$ cat config.mk
export PLATFORM = sky130hd
export DESIGN_NAME = ioblock_ser
export DESIGN_NICKNAME = d
export VERILOG_FILES = /design/src/rtl/ioblock_ser.sv
export SDC_FILE = /design/constraint.sdc
export NUM_CORES = 1
export LEC_CHECK = 0
export CORE_MARGIN = 2
export CORE_UTILIZATION = 40
export CTS_CLUSTER_DIAMETER = 100
export CTS_CLUSTER_SIZE = 28
export DETAILED_ROUTE_END_ITERATION = 12
export GPL_TIMING_DRIVEN = 1
export HOLD_SLACK_MARGIN = 0.12
export PLACE_DENSITY = 0.59
export SETUP_SLACK_MARGIN = 0.05
export SYNTH_ARGS = -nofsm -noshare
export SYNTH_HDL_FRONTEND = slang
export SYNTH_SLANG_ARGS = --single-unit
$ cat constraint.sdc
create_clock -name IOCLK -period 5.2 [get_ports IOCLK]
set_input_delay 1.04 -clock IOCLK [delete_from_list [all_inputs] [get_ports IOCLK]]
set_output_delay 1.04 -clock IOCLK [all_outputs]
set_load 0.05 [all_outputs]
$ cat src/rtl/ioblock_ser.sv
// Output serializer feeding the IO pad OUT/TS pins: parallel words in, LSB-first bits out.
// Optional feature macro: IOBLOCK_SER_PARITY_EN appends an even-parity bit to every frame.
module ioblock_ser #(
  parameter int WIDTH    = 8,
  parameter int TURN_CYC = 1
) (
  input  logic             IOCLK,
  input  logic             RST,
  input  logic [WIDTH-1:0] DATA,
  input  logic             VALID,
  output logic             READY,
  output logic             OUT,
  output logic             TS,
  output logic             BUSY,
  output logic             DONE
);

`ifdef IOBLOCK_SER_PARITY_EN
  localparam int F = WIDTH + 1;
`else
  localparam int F = WIDTH;
`endif
  localparam int CW = $clog2(F + 1);
  localparam logic [CW-1:0] LAST = CW'(F - 1);
  localparam logic [3:0] TURN_LAST = (TURN_CYC > 0) ? 4'(TURN_CYC - 1) : 4'd0;

  typedef enum logic [1:0] {IDLE, SHIFT, TURN} state_t;

  function automatic logic [F-1:0] make_frame(input logic [WIDTH-1:0] d);
`ifdef IOBLOCK_SER_PARITY_EN
    return {^d, d};
`else
    return d;
`endif
  endfunction

  state_t          state_q, state_d;
  logic [F-1:0]    sr_q, sr_d;
  logic [CW-1:0]   cnt_q, cnt_d;
  logic [3:0]      turn_q, turn_d;
  logic [WIDTH-1:0] hold_q, hold_d;
  logic            hold_full_q, hold_full_d;
  logic            out_q, out_d;
  logic            ts_q, ts_d;
  logic            done_q, done_d;
  logic            busy_q, busy_d;
  logic            ready_q, ready_d;
  logic            xfer;

  assign xfer = VALID & ready_q;

  always_comb begin
    state_d     = state_q;
    sr_d        = sr_q;
    cnt_d       = cnt_q;
    turn_d      = turn_q;
    hold_d      = hold_q;
    hold_full_d = hold_full_q;
    case (state_q)
      IDLE: begin
        if (xfer) begin
          state_d = SHIFT;
          sr_d    = make_frame(DATA);
          cnt_d   = '0;
        end
      end
      SHIFT: begin
        if (cnt_q == LAST) begin
          cnt_d = '0;
          // Frame boundary: chain the next word with no idle bit between frames.
          if (hold_full_q) begin
            sr_d        = make_frame(hold_q);
            hold_full_d = 1'b0;
          end else if (xfer) begin
            sr_d = make_frame(DATA);
          end else if (TURN_CYC == 0) begin
            state_d = IDLE;
          end else begin
            state_d = TURN;
            turn_d  = '0;
          end
        end else begin
          sr_d  = sr_q >> 1;
          cnt_d = cnt_q + CW'(1);
          if (xfer) begin
            hold_d      = DATA;
            hold_full_d = 1'b1;
          end
        end
      end
      TURN: begin
        if (turn_q == TURN_LAST) begin
          if (hold_full_q) begin
            state_d     = SHIFT;
            sr_d        = make_frame(hold_q);
            hold_full_d = 1'b0;
            cnt_d       = '0;
          end else if (xfer) begin
            // A word arriving on the closing edge goes straight to the shifter
            // so the hold register is never left full in IDLE.
            state_d = SHIFT;
            sr_d    = make_frame(DATA);
            cnt_d   = '0;
          end else begin
            state_d = IDLE;
          end
        end else begin
          turn_d = turn_q + 4'd1;
          if (xfer) begin
            hold_d      = DATA;
            hold_full_d = 1'b1;
          end
        end
      end
      default: begin
        state_d = IDLE;
        cnt_d   = '0;
      end
    endcase

    ts_d    = (state_d == SHIFT);
    out_d   = ts_d & sr_d[0];
    done_d  = ts_d && (cnt_d == LAST);
    busy_d  = (state_d != IDLE);
    ready_d = ~hold_full_d;
  end

  always_ff @(posedge IOCLK) begin
    if (RST) begin
      state_q     <= IDLE;
      cnt_q       <= '0;
      turn_q      <= '0;
      hold_full_q <= 1'b0;
      out_q       <= 1'b0;
      ts_q        <= 1'b0;
      done_q      <= 1'b0;
      busy_q      <= 1'b0;
      ready_q     <= 1'b1;
    end else begin
      state_q     <= state_d;
      cnt_q       <= cnt_d;
      turn_q      <= turn_d;
      hold_full_q <= hold_full_d;
      out_q       <= out_d;
      ts_q        <= ts_d;
      done_q      <= done_d;
      busy_q      <= busy_d;
      ready_q     <= ready_d;
    end
  end

  // Datapath registers carry no reset; their contents are qualified by state.
  always_ff @(posedge IOCLK) begin
    sr_q   <= sr_d;
    hold_q <= hold_d;
  end

  assign READY = ready_q;
  assign OUT   = out_q;
  assign TS    = ts_q;
  assign BUSY  = busy_q;
  assign DONE  = done_q;

endmodule
==> summary.md, run 1 <==
| Metric | Value |
|---|---|
| Status | `complete, no violations` |
| Deepest clock path buffer count | `2` |
| Vias in the first global route | `1,275` |
| Ant. Diodes | `0` |
| Leak Pwr | `just over 0.7 nW` |
| Hold Crit Class | `flip-flop to flip-flop` |
| Worst VDD drop | `~0.22 mV` |
| ANT nets after route | `0` |
| Ys flop type | `dfxtp_1` |
| Post-DR vias/cell | `~5.8` |
| Rows | `23` |
| Clk Latency, worst-skew pair | `roughly 0.28 ns` |
| Syn Inst Count | `roughly 160` |
| RSZ-0062 raised after global routing | `false` |
| Max-slew headroom | `a little over half` |
| WS Path Type | `input pin to flip-flop` |
| Yosys top cell by area | `edfxtp_1` |
| Synth Cell Area | `0.00173 mm^2` |
| Clk sink count | `32` |
| First-pass GRT wire length | `~6200 um` |
| CP max FO | `10` |
| WL/cell | `16.6 um` |
| Slew Limit Fails | `0` |
| Worst Clk Skew | `0.00391 ns` |
| Largest net degree at the start of global routing | `18` |
| Ports | `16` |
| Number of synthesized flops with an enable pin | `15` |
| Die H | `about 70 um` |
| Finished Layout Cells | `about 220` |
| Tcrit/Tclk final | `around 52%` |
| Post-CTS Hold Buffers | `0` |
| Reg clk slew, reported paths | `~0.06 ns` |
| Area growth, synth to finish | `15.0%` |
| Drc violations | `0` |
| Grt ovf | `0` |
| Syn nets | `between 150 and 200` |
| Vias | `1,297` |
| TritonCTS Buffers | `5` |
| Iteration-0 DRC Markers | `81` |
| Final setup fails | `0` |
| Initial antenna violation count | `0` |
| First-pass detailed-route iteration total | `4` |
| Critical path required time | `about 5.1 ns` |
| PortBufs | `15` |
| CTS tree | `built` |
| Max_cap viols | `0` |
| Post-synth cell types | `55` |
| Flops & latches, synth | `32` |
| Setup Fix Bufs, Post-CTS | `0` |
| Worst-Margin Slew | `~0.7 ns` |
| Full die area | `0.00487 mm^2` |
| Area contributors post-synth | `edfxtp_1 26%, dfxtp_1 20%, ha_1 5.1%, mux2i_1 4.0%, a21oi_1 3.2%` |
| Core ar. | `between 0.004 and 0.005 mm^2` |
| CP endpoint kind | `flip-flop` |
| Root buffer cell | `clkbuf_8` |
| Top-area cell type share of the netlist area | `about a quarter` |
| Tmin final | `about 2.7 ns` |
| Die width | `~70 um` |
| FFs w/ async S/R, synth | `0%` |
| Max Freq | `roughly 370 MHz` |
| Total negative slack | `0 ns` |
| Startpoint Class | `input pin` |
| YS warnings | `0` |
| Placed Instances | `roughly 220` |
| Synthesized area per cell | `~11 um^2` |
| Total track usage | `about 16%` |
| Worst path arrival time | `2.64 ns` |
| Post-cts resize count | `0` |
| Sequential area share after synthesis | `45.7%` |
| Post-DP HPWL | `about 2700 um` |
| Final Hold Viols | `0` |
| Power Density | `347 mW/mm^2` |
| Nets | `190` |
| H-tree depth | `2` |
| GPL Wtd Cong | `~0.79` |
| Most frequent cell after synthesis | `dfxtp_1` |
| Layout cells sized above 1 | `between 10% and 20%` |
| Drt total wl | `3710 um` |
| Top cells by count, synth | `17 x dfxtp_1, 15 x edfxtp_1, 11 x a21oi_1, 10 x inv_1, 8 x nor2_1` |
| Initial core utilization | `42.3%` |
-- state kept, by name (all words and copies together) (netlist names) --
register     count
hold_q           8
cnt_q            4
TS               1
sr_q             8
turn_q           4
DONE             1
BUSY             1
OUT              1
READY            1
state_q          2
hold_full_q      1
-- metrics by stage --
step	utilization, %	setup slack, ns	hold WS [ns]	total power, mW	instance area, um^2
floorplan	-	2.96	0.462	0.425	1730
global placement	46.1	2.24	0.485	0.460	1880
detailed placement	46.1	2.21	0.519	0.463	1880
CTS	48.7	2.52	0.528	0.694	1990
global route	48.7	2.41	0.557	0.724	1990
finish	48.7	2.51	0.520	0.691	1990
-- cells in the final DEF, fill, tap and decap left out, types with 5 or more instances in the layout --
master            n
ha_1              7
dfxtp_1          17
nor2_1            8
edfxtp_1         15
mux2i_1           7
nand2_1           7
a22oi_1           7
clkdlybuf4s50_1  15
inv_1            10
clkbuf_8          5
o22ai_1           6
a21oi_1          11
-- logic make-up after synthesis --
kind of cell	after synthesis	synth area share [%]
AO/OA/AOI/OAI	49	22.6
AND/OR/NAND/NOR	41	15.0
flip-flops	32	45.7
buffers and inverters	17	5.86
multiplexers	8	4.70
adder cells (fa/ha/maj)	7	5.06
XOR/XNOR	2	1.01
-- path summary, 6_finish.rpt --
path | start | end | slack [ns] | depth (start not counted)
min | cnt_q[1]$_SDFF_PP0_ | cnt_q[1]$_SDFF_PP0_ | 0.52 | 2
max reg2reg | state_q[1]$_SDFF_PP0_ | sr_q[4]$_DFFE_PP_ | 2.74 | 6
max | VALID | hold_q[6]$_DFFE_PP_ | 2.51 | 3
min reg2reg | cnt_q[1]$_SDFF_PP0_ | cnt_q[1]$_SDFF_PP0_ | 0.52 | 2
-- layer usage --
layer / up-vias / GRT usage, % / share of wire [%]
li1: 627 / - / -
met1: 625 / 21.5 / 45
met2: 39 / 25.3 / 47
met3: 6 / 5.23 / 6.8
met4: 0 / 4.49 / 1.1
met5: - / 0 / 0
-- critical path: stages --
cell             delay [ns]
clkdlybuf4s50_1        0.55
and2_1                 0.52
o2111a_1               0.53
-- power breakdown --
part | leakage, nW | switching [mW] | internal, mW
registers | 0.286 | 0.0204 | 0.305
clock network | 0.0552 | 0.0907 | 0.142
logic | 0.364 | 0.0775 | 0.0556
-- cell type report --
| class | count | area (um^2) |
|---|---|---|
| Clock buffer | 6 | 72.6 |
| Clock inverter | 2 | 35.0 |
| Fill cell | 372 | 2100 |
| Inverter | 11 | 41.3 |
| Multi-Input combinational cell | 107 | 838 |
| Sequential cell | 32 | 791 |
| Tap cell | 50 | 62.6 |
| Timing Repair Buffer | 15 | 150 |
No activity file was read; power rests on OpenSTA's default activity.
==> run 2: changes to the inputs <==
- clock period: 5.2 -> 2.7 ns (I/O delays scaled with it)
==> run 2 against run 1 <==
  * Cell count grew 1.8%
  * Register-to-register slack worse by 2.2 ns
  * Setup slack lost 2.0 ns
  * Hold slack got worse by 0.013 ns
  * Largest power group unchanged
==> summary.md, run 2 (synthesis results as in run 1) <==
| Metric | Value |
|---|---|
| Worst-Margin Slew | `0.584 ns (-0.0998 ns)` |
| Reg clk slew, reported paths | `0.07 ns (about the same)` |
| Ports | `16 (unchanged)` |
| Most frequent cells in the layout | `17 x dfxtp_1, 15 x edfxtp_1, 15 x clkdlybuf4s50_1, 11 x a21oi_1, 10 x inv_1` |
| RSZ-0062 raised after global routing | `false` |
| CP endpoint kind | `flip-flop` |
| Most common cell after layout, fill and taps aside | `dfxtp_1` |
| Share of total power in combinational logic | `19.8% (+0.5 points)` |
| WS Path Type | `flip-flop to flip-flop` |
| Power Density | `660 mW/mm^2 (+90%)` |
| Placed Instances | `219 (+1.9%)` |
| Total track usage | `16.9% (+0.71 points)` |
| Drc violations | `0 (unchanged)` |
| Status | `complete, no violations` |
| Hold depth | `2 (unchanged)` |
| Leak Pwr | `0.725 nW (+2.7%)` |
| TritonCTS Buffers | `5 (unchanged)` |
| First-pass GRT wire length | `6470 um (+4.6%)` |
| Clk Latency, worst-skew pair | `0.29 ns (about the same)` |
| Critical path required time | `2.71 ns (-2.43 ns)` |
| Deepest clock path buffer count | `2 (unchanged)` |
| Final setup fails | `0 (unchanged)` |
| Iteration-0 DRC Markers | `47 (-42%)` |
| H-tree depth | `2 (unchanged)` |
| Utilization after layout | `49.4% (+0.70 points)` |
| Die width | `69.8 um (unchanged)` |
| Clk sink count | `32 (unchanged)` |
| Layout cells sized above 1 | `15.3% (+1.4 points)` |
| Hold endpoint | `turn_q[3]$_SDFFE_PP0P_` |
| Worst path arrival time | `2.22 ns (-0.42 ns)` |
| Worst Clk Skew | `0.00985 ns (+0.00594 ns)` |
| ANT nets after route | `0 (unchanged)` |
| Share of total power in the clock network | `33.4% (-0.3 points)` |
| Post-CTS Hold Buffers | `0 (unchanged)` |
| Initial core utilization | `42.3% (unchanged)` |
| Setup Fix Bufs, Post-CTS | `0 (unchanged)` |
| GPL Wtd Cong | `0.858 (+9.1%)` |
| Crit Reg-Reg Endpoint | `sr_q[4]$_DFFE_PP_` |
| Power consumption | `1.33 mW (+93%)` |
| Startpoint Class | `flip-flop` |
| Finished Layout Cells | `227 (+1.8%)` |
| WHS | `0.507 ns (-0.0128 ns)` |
| Area growth, synth to finish | `16.7%` |
| Largest net degree at the start of global routing | `15 (-3)` |
| Crit path cell chain | `inv_1 > ha_1 > nand4bb_1 > a21oi_1 > o21ai_1 > o22ai_1` |
| Post-DR vias/cell | `5.70 (-2.0%)` |
| Ant. Diodes | `0 (unchanged)` |
| Vias in the first global route | `1,341 (+5.2%)` |
| CP max FO | `9 (-1)` |
| Largest delay share family, worst path | `compound AO/OA/AOI/OAI gates` |
| Max_cap viols | `0 (unchanged)` |
| WL/cell | `17.0 um (+2.0%)` |
| First-pass detailed-route iteration total | `4 (unchanged)` |
| Root buffer cell | `clkbuf_8` |
| Initial antenna violation count | `0 (unchanged)` |
| Critical Path Slowest Stage Cell | `dfxtp_1` |
| Die H | `69.8 um (unchanged)` |
| R2R depth | `6 (unchanged)` |
| Total negative slack | `0 ns (unchanged)` |
| Post-DP HPWL | `2850 um (+5.1%)` |
| Post-cts resize count | `0 (unchanged)` |
| CTS tree | `built` |
| Max Freq | `453 MHz` |
| Rows | `23 (unchanged)` |
| Vias | `1,294 (-0.23%)` |
| Core ar. | `0.00409 mm^2 (unchanged)` |
| Worst VDD drop | `0.468 mV (+110%)` |
| Worst path max stage delay | `0.44 ns (-0.11 ns)` |
| Drt total wl | `3850 um (+3.8%)` |
| Grt ovf | `0 (unchanged)` |
| FILL cells | `385 (+3.5%)` |
| Nets | `194 (+2.1%)` |
| Sw Ratio | `27.5% (+0.21 points)` |
| CP bufs+invs | `1 (unchanged)` |
| Reg power frac | `46.8% (-0.3 points)` |
| Slew Limit Fails | `0 (unchanged)` |
| Max-slew headroom | `61.0% (+6.8 points)` |
| Tcrit/Tclk final | `approximately four fifths` |
| Hold Crit Class | `flip-flop to flip-flop` |
| Tmin final | `around 2.2 ns` |
| PortBufs | `15 (unchanged)` |
| Worst r2r src | `state_q[0]$_SDFF_PP0_` |
| Cell internal pwr | `0.967 mW (+92%)` |
| Hold Path Origin | `turn_q[3]$_SDFFE_PP0P_` |
| R2R setup slack | `0.49 ns (-2.25 ns)` |
| Top flop regs | `hold_q (8), sr_q (8)` |
| Full die area | `0.00487 mm^2 (unchanged)` |
| Final Hold Viols | `0 (unchanged)` |
| P_sw | `0.367 mW (+94%)` |
## run 2: power groups by stage
stage	registers (mW)	clock network [mW]	logic [mW]
2_1_floorplan	0.650	0	0.169
3_3_place_gp	0.631	0	0.259
3_5_place_dp	0.635	0	0.263
4_1_cts	0.624	0.459	0.265
5_1_grt	0.630	0.479	0.290
6_report	0.624	0.446	0.264
## run 2: worst max path at each step
stage                                from           endpoint  slack [ns]  cells after the start
floorplan             cnt_q[0]$_SDFF_PP0_    DONE$_SDFF_PP0_        0.84                      6
global placement                      RST    DONE$_SDFF_PP0_        0.37                      6
detailed placement                    RST    DONE$_SDFF_PP0_        0.28                      6
CTS                 state_q[0]$_SDFF_PP0_  sr_q[4]$_DFFE_PP_        0.51                      6
global route        state_q[0]$_SDFF_PP0_  sr_q[4]$_DFFE_PP_        0.26                      6
finish              state_q[0]$_SDFF_PP0_  sr_q[4]$_DFFE_PP_        0.49                      6
## run 2: layer usage
metal	track usage [%]	part of all wire [%]	up-vias
li1	-	-	630
met1	22.1	48	641
met2	26.9	48	17
met3	4.51	2.4	6
met4	5.77	1.5	0
met5	0	0	-
## run 2: tightest hold or removal path, cell delays in order, from the launching register on
cell and delay [ns]:
dfxtp_1 0.33, o21ai_0 0.08, a21oi_1 0.06
## run 2: through the flow
stage / worst slack [ns] / instance area [um^2]
floorplan: 0.841 / 1730
global placement: 0.368 / 1910
detailed placement: 0.283 / 1910
CTS: 0.514 / 2020
global route: 0.263 / 2020
finish: 0.491 / 2020
## run 2: final cells by class
cell class	count	area [um^2]	share of cell area [%]
Clock buffer	5	68.8	3.41
Clock inverter	3	37.5	1.86
Inverter	11	41.3	2.04
Multi-Input combinational cell	107	838	41.5
Sequential cell	32	791	39.2
Tap cell	50	62.6	3.10
Timing Repair Buffer	19	180	8.92
==> run 3: changes to the inputs <==
- PLACE_DENSITY: 0.59 -> 0.61
- clock period: 2.7 -> 1.9 ns (I/O delays scaled with it)
==> run 3 against run 2 <==
  * Cell area is 13% higher
  * Clock skew down 0.0046 ns
  * Sequential share of layout area down 4.2 points
  * Power increased by 37%
  * Global-route usage increased by 0.70 points
  * Via count up 8.8%
  * Clock power is 11% higher
  * Utilization up 6.4 points
  * Cell count rose by 9.7%
  * Non-clock buffer count up 22
  * Die area unchanged
  * Critical path type unchanged
  * Setup slack worse by 0.43 ns
==> summary.md, run 3 (synthesis results as in run 1) <==
| Metric | Value |
|---|---|
| Deepest clock path buffer count | `2 (unchanged)` |
| Post-CTS Hold Buffers | `0 (unchanged)` |
| ANT nets after route | `0 (unchanged)` |
| R2R setup slack | `0.06 ns (-0.43 ns)` |
| CTS tree | `built` |
| Slew Limit Fails | `0 (unchanged)` |
| GPL Wtd Cong | `0.793 (-7.6%)` |
| Max_cap viols | `0 (unchanged)` |
| Critical path required time | `2.07 ns (-0.64 ns)` |
| Startpoint Class | `flip-flop` |
| Tcrit/Tclk final | `97.0% (+15 points)` |
| RSZ-0062 raised after global routing | `true` |
| WHS | `0.511 ns (+0.00382 ns)` |
| Reg power frac | `48.4% (+1.6 points)` |
| Ant. Diodes | `0 (unchanged)` |
| Placed Area | `0.00207 mm^2 (+8.1%)` |
| Finished Layout Cells | `249 (+9.7%)` |
| Power Density | `803 mW/mm^2 (+22%)` |
| Power consumption | `1.83 mW (+37%)` |
| Area growth, synth to finish | `31.9%` |
| Worst VDD drop | `0.529 mV (+13%)` |
| Nets | `216 (+11%)` |
| WL/cell | `16.6 um (-1.9%)` |
| Final Hold Viols | `0 (unchanged)` |
| TritonCTS Buffers | `5 (unchanged)` |
| Vias | `1,408 (+8.8%)` |
| Layout cells sized above 1 | `33.7% (+18 points)` |
| Largest net degree at the start of global routing | `11 (-4)` |
| Die width | `69.8 um (unchanged)` |
| Full die area | `0.00487 mm^2 (unchanged)` |
| Rows | `23 (unchanged)` |
| Post-DR vias/cell | `5.65 (-0.80%)` |
| CP endpoint kind | `flip-flop` |
| Drc violations | `0 (unchanged)` |
| Leak Pwr | `0.827 nW (+14%)` |
| Total track usage | `17.6% (+0.70 points)` |
| Clk sink count | `32 (unchanged)` |
| Clk Latency, worst-skew pair | `0.29 ns (about the same)` |
| Most common cell after layout, fill and taps aside | `buf_4` |
| CP max FO | `4 (-5)` |
| Status | `complete, no violations` |
| Utilization after layout | `55.8% (+6.4 points)` |
| WS Path Type | `flip-flop to flip-flop` |
| Root buffer cell | `clkbuf_8` |
| Initial antenna violation count | `0 (unchanged)` |
| Max-slew headroom | `66.4% (+5.3 points)` |
| Cell internal pwr | `1.30 mW (+35%)` |
| Hold Crit Class | `flip-flop to flip-flop` |
| First-pass GRT wire length | `6750 um (+4.3%)` |
| Initial core utilization | `42.3% (unchanged)` |
| First-pass detailed-route iteration total | `5 (+1)` |
| Worst-Margin Slew | `0.503 ns (-0.0817 ns)` |
| Share of total power in the clock network | `26.9% (-6.5 points)` |
| Iteration-0 DRC Markers | `109 (+130%)` |
| Ports | `16 (unchanged)` |
| H-tree depth | `2 (unchanged)` |
| Worst path arrival time | `2.02 ns (-0.20 ns)` |
| Final setup fails | `0 (unchanged)` |
| Most frequent cells in the layout | `24 x buf_4, 15 x edfxtp_1, 14 x clkdlybuf4s50_1, 12 x dfxtp_1, 9 x a21oi_1` |
| Share of total power in combinational logic | `24.7% (+4.9 points)` |
| Design area | `0.00228 mm^2 (+13%)` |
| Max Freq | `542 MHz (+20%)` |
| Die H | `69.8 um (unchanged)` |
| Vias in the first global route | `1,367 (+1.9%)` |
| Placed Instances | `238 (+8.7%)` |
| Drt total wl | `4140 um (+7.6%)` |
| Post-DP HPWL | `3010 um (+5.6%)` |
| Worst Clk Skew | `0.00527 ns (-0.00458 ns)` |
| P_sw | `0.533 mW (+45%)` |
| Reg clk slew, reported paths | `0.06 ns (about the same)` |
| PortBufs | `15 (unchanged)` |
| Grt ovf | `0 (unchanged)` |
| Tmin final | `1.84 ns (-0.365 ns)` |
| Sw Ratio | `29.1% (+1.6 points)` |
| Core ar. | `0.00409 mm^2 (unchanged)` |
| Top flop regs | `hold_q (8), sr_q (8)` |
[run 3: critical path, stage by stage, from the launching register on]
cell and delay [ns]:
dfxtp_2 0.32, inv_2 0.08, ha_4 0.13, or3b_4 0.42, a221oi_4 0.34, a2111oi_4 0.10
nor2b_4 0.14, or2_1 0.20
[run 3: layer usage]
layer	global-route usage [%]	wire [um]	vias up
li1	-	-	673
met1	24.5	1880	684
met2	26.0	1980	44
met3	4.22	225	7
met4	7.48	61	0
met5	0	0	-
[run 3: through the flow]
step | TNS, ns | setup WS (ns)
finish | 0 | 0.0561
global placement | -1.10 | -0.155
floorplan | 0 | 0.0800
detailed placement | -1.99 | -0.254
CTS | 0 | 0.0521
global route | -0.0254 | -0.0133
[run 3: power by group through the flow]
stage	logic (mW)	clock network (mW)	registers, mW
floorplan	0.241	0	0.923
global placement	0.416	0	0.896
detailed placement	0.428	0	0.899
CTS	0.447	0.504	0.888
global route	0.489	0.539	0.900
finish	0.452	0.494	0.888
[run 3: area by class of cell]
type / instances / area, um^2
timing repair buffer: 41 / 363
clock buffer: 7 / 76.3
sequential: 32 / 797
fill: 363 / 1800
inverter: 11 / 41.3
multi-input combinational: 107 / 938
clock inverter: 1 / 3.75
tap: 50 / 62.6
[run 3: worst paths after layout]
kind,to,from,depth (start not counted)
max,BUSY$_SDFF_PP0_,turn_q[0]$_SDFFE_PP0P_,7
min,cnt_q[1]$_SDFF_PP0_,cnt_q[1]$_SDFF_PP0_,2
max reg2reg,BUSY$_SDFF_PP0_,turn_q[0]$_SDFFE_PP0P_,7
min reg2reg,cnt_q[1]$_SDFF_PP0_,cnt_q[1]$_SDFF_PP0_,2
[run 3: repair_timing]
| item | CTS | global route |
|---|---|---|
| endpoints found under the setup margin | 10 | 14 |
| cloned | 0 | 0 |
| resized for setup | 15 | 11 |
| buffers inserted | 0 | 3 |
| pin swaps | 3 | 6 |
==> patch, RTL diff (config.mk and constraints of run 2) <==
Change the parameter `TURN_CYC` from 1 to 0.
--- a/src/rtl/ioblock_ser.sv
+++ b/src/rtl/ioblock_ser.sv
@@ -2,7 +2,7 @@
 // Optional feature macro: IOBLOCK_SER_PARITY_EN appends an even-parity bit to every frame.
 module ioblock_ser #(
   parameter int WIDTH    = 8,
-  parameter int TURN_CYC = 1
+  parameter int TURN_CYC = 0
 ) (
   input  logic             IOCLK,
   input  logic             RST,
Check against the original RTL: not equivalent (Yosys sat finds a counterexample within 10 cycles, from zero or initial values and one cycle with RST high).
==> patch against run 2 <==
  * Sequential cell count unchanged
  * First-iteration DRC count up 81%
  * Cell area down 6.1%
  * Fmax down 3.5%
  * Clock power down 22%
  * Total power down 18%
  * Via count down 7.3%
  * Synthesized cell count unchanged
  * Area after synthesis down 7.6%
  * Critical path type unchanged
  * Wire length down 8.8%
  * Worst setup slack worse by 79 ps
==> patch: results (changes against run 2) <==
| Result | Value | Unit | Change |
|:---|:---|:---|:---|
| EDFF count, synth | 15 | - | unchanged |
| Number of buffers added by the clock tree synthesis step | 5 | - | unchanged |
| Dominant cells by area after synthesis | sky130_fd_sc_hd__edfxtp_1 28%, sky130_fd_sc_hd__dfxtp_1 21%, sky130_fd_sc_hd__ha_1 6.3% | - | was sky130_fd_sc_hd__edfxtp_1 26%, sky130_fd_sc_hd__dfxtp_1 20%, sky130_fd_sc_hd__ha_1 5.1% |
| Starting DRT DRC Count | 85 | - | was 47 |
| Worst-Margin Slew | 749 | ps | was 584 ps |
| Critical path data arrival time | 2310 | ps | was 2220 ps |
| Final HPWL from detailed placement | 2520 | um | was 2850 um |
| Fraction of met1 tracks used by global routing | 22.5 | % | was 22.1% |
| Total wire length after detailed routing | 3510 | um | was 3850 um |
| Combinational Power | 0.000170 | W | was 0.000264 W |
| Ys flop type | sky130_fd_sc_hd__dfxtp_1 | - | unchanged |
| Share of final-layout standard cells stronger than drive strength 1 | 8.47 | % | was 15.3% |
| H-tree level count | 2 | - | unchanged |
| Peak ir drop on the vdd network | 267 | uV | was 468 uV |
| Post-CTS setup-driven buffer insertion count | 0 | - | unchanged |
| Type of the tightest min-delay check | reg -> reg | - | unchanged |
| First-pass DRT Iterations | 4 | - | unchanged |
| Maximum number of pins on one net before global-route repair | 13 | - | was 15 |
| Fraction of met2 tracks used by global routing | 29.3 | % | was 26.9% |
| Dpl ws | 411 | ps | was 283 ps |
| Buffer depth of the longest clock path | 2 | - | unchanged |
| Result of the run | complete, no violations | - | unchanged |
| P_leak | 0.714 | nW | was 0.725 nW |
| First-pass GRT wire length | 5910 | um | was 6470 um |
| Share of the yosys chip area belonging to registers | 49.5 | % | was 45.7% |
| Count of buffers inserted at the top-level ports | 15 | - | unchanged |
| Largest registers | hold_q x8, sr_q x8 | - | unchanged |
| Synth cell types | 44 | - | was 55 |
| Async set-or-reset flop fraction in the synthesized netlist | 0 | % | unchanged |
| Switching fraction of total power | 26.1 | % | was 27.5% |
| Share of power burned in registers | 52.7 | % | was 46.8% |
| CP max FO | 8 | - | was 9 |
| Post-synth top cells | 18 x sky130_fd_sc_hd__nand2_1, 17 x sky130_fd_sc_hd__dfxtp_1, 15 x sky130_fd_sc_hd__edfxtp_1 | - | was 17 x sky130_fd_sc_hd__dfxtp_1, 15 x sky130_fd_sc_hd__edfxtp_1, 11 x sky130_fd_sc_hd__a21oi_1 |
| GPL Wtd Cong | 0.774 | - | was 0.858 |
| Power Density | 579 | nW/um2 | was 660 nW/um2 |
| Clock skew after layout | 7.63 | ps | was 9.85 ps |
| Final #Nets | 195 | - | was 194 |
| Total routing usage reported by global routing | 17.8 | % | was 16.9% |
| Register-to-Register Path Depth | 7 | - | was 6 |
| Met3 Use GR | 5.50 | % | was 4.51% |
| Net count after synthesis | 175 | - | was 174 |
| Mean number of vias per cell | 5.33 | - | was 5.70 |
| Maximum cell stage delay along the critical path | 450 | ps |  |
| Vias in the first global route | 1,236 | - | was 1,341 |
| Number of gates given a new drive strength after cts | 0 | - | unchanged |
| Number of standard cells after synthesis | 156 | - | unchanged |
[patch: final timing paths]
check | from | endpoint | slack (ps)
worst max-delay path | state_q[0]$_SDFF_PP0_ | sr_q[7]$_DFFE_PP_ | 410
worst min-delay path | turn_q[1]$_SDFFE_PP0P_ | turn_q[1]$_SDFFE_PP0P_ | 510
worst max register to register | state_q[0]$_SDFF_PP0_ | sr_q[7]$_DFFE_PP_ | 410
worst min register to register | turn_q[1]$_SDFFE_PP0P_ | turn_q[1]$_SDFFE_PP0P_ | 510
[patch: through the flow]
| stage | instances | instance area [um2] |
|---|---|---|
| final | 225 | 1900 |
| after detailed placement | 217 | 1820 |
| after global placement | 217 | 1820 |
| after global routing | 225 | 1900 |
| after CTS | 225 | 1900 |
| after floorplan | 156 | 1600 |
[patch: layout make-up]
cell class | count | area [um2]
Clock inverter | 1 | 3.75
Fill cell | 373 | 1850
Sequential cell | 32 | 791
Tap cell | 48 | 60.1
Inverter | 8 | 30.0
Clock buffer | 7 | 76.3
Timing Repair Buffer | 20 | 188
Multi-Input combinational cell | 109 | 747
[patch: logic make-up after synthesis]
logic type	Yosys count	share of synthesized area, %
simple gates	53	18.6
mux	1	0.626
fa+ha+maj	8	6.26
buf+inv	15	3.83
flops	32	49.5
xor+xnor	3	1.64
compound gates	44	19.6
[patch: critical path: cells and delay by family (launching register included)]
| kind | cells | cell delay, ps |
|---|---|---|
| AND/OR/NAND/NOR | 3 | 580 |
| flip-flops | 1 | 450 |
| buffers and inverters | 1 | 120 |
| adder cells (fa/ha/maj) | 1 | 310 |
| AO/OA/AOI/OAI | 2 | 580 |
[patch: layer usage]
metal  part of all wire, %  vias to the layer above  wire length (um)
met2                    48                       16              1700
met1                    47                      575              1670
li1                      -                      604                 -
met4                  0.77                        0                27
met3                   3.3                        4               115
met5                     0                        -                 0
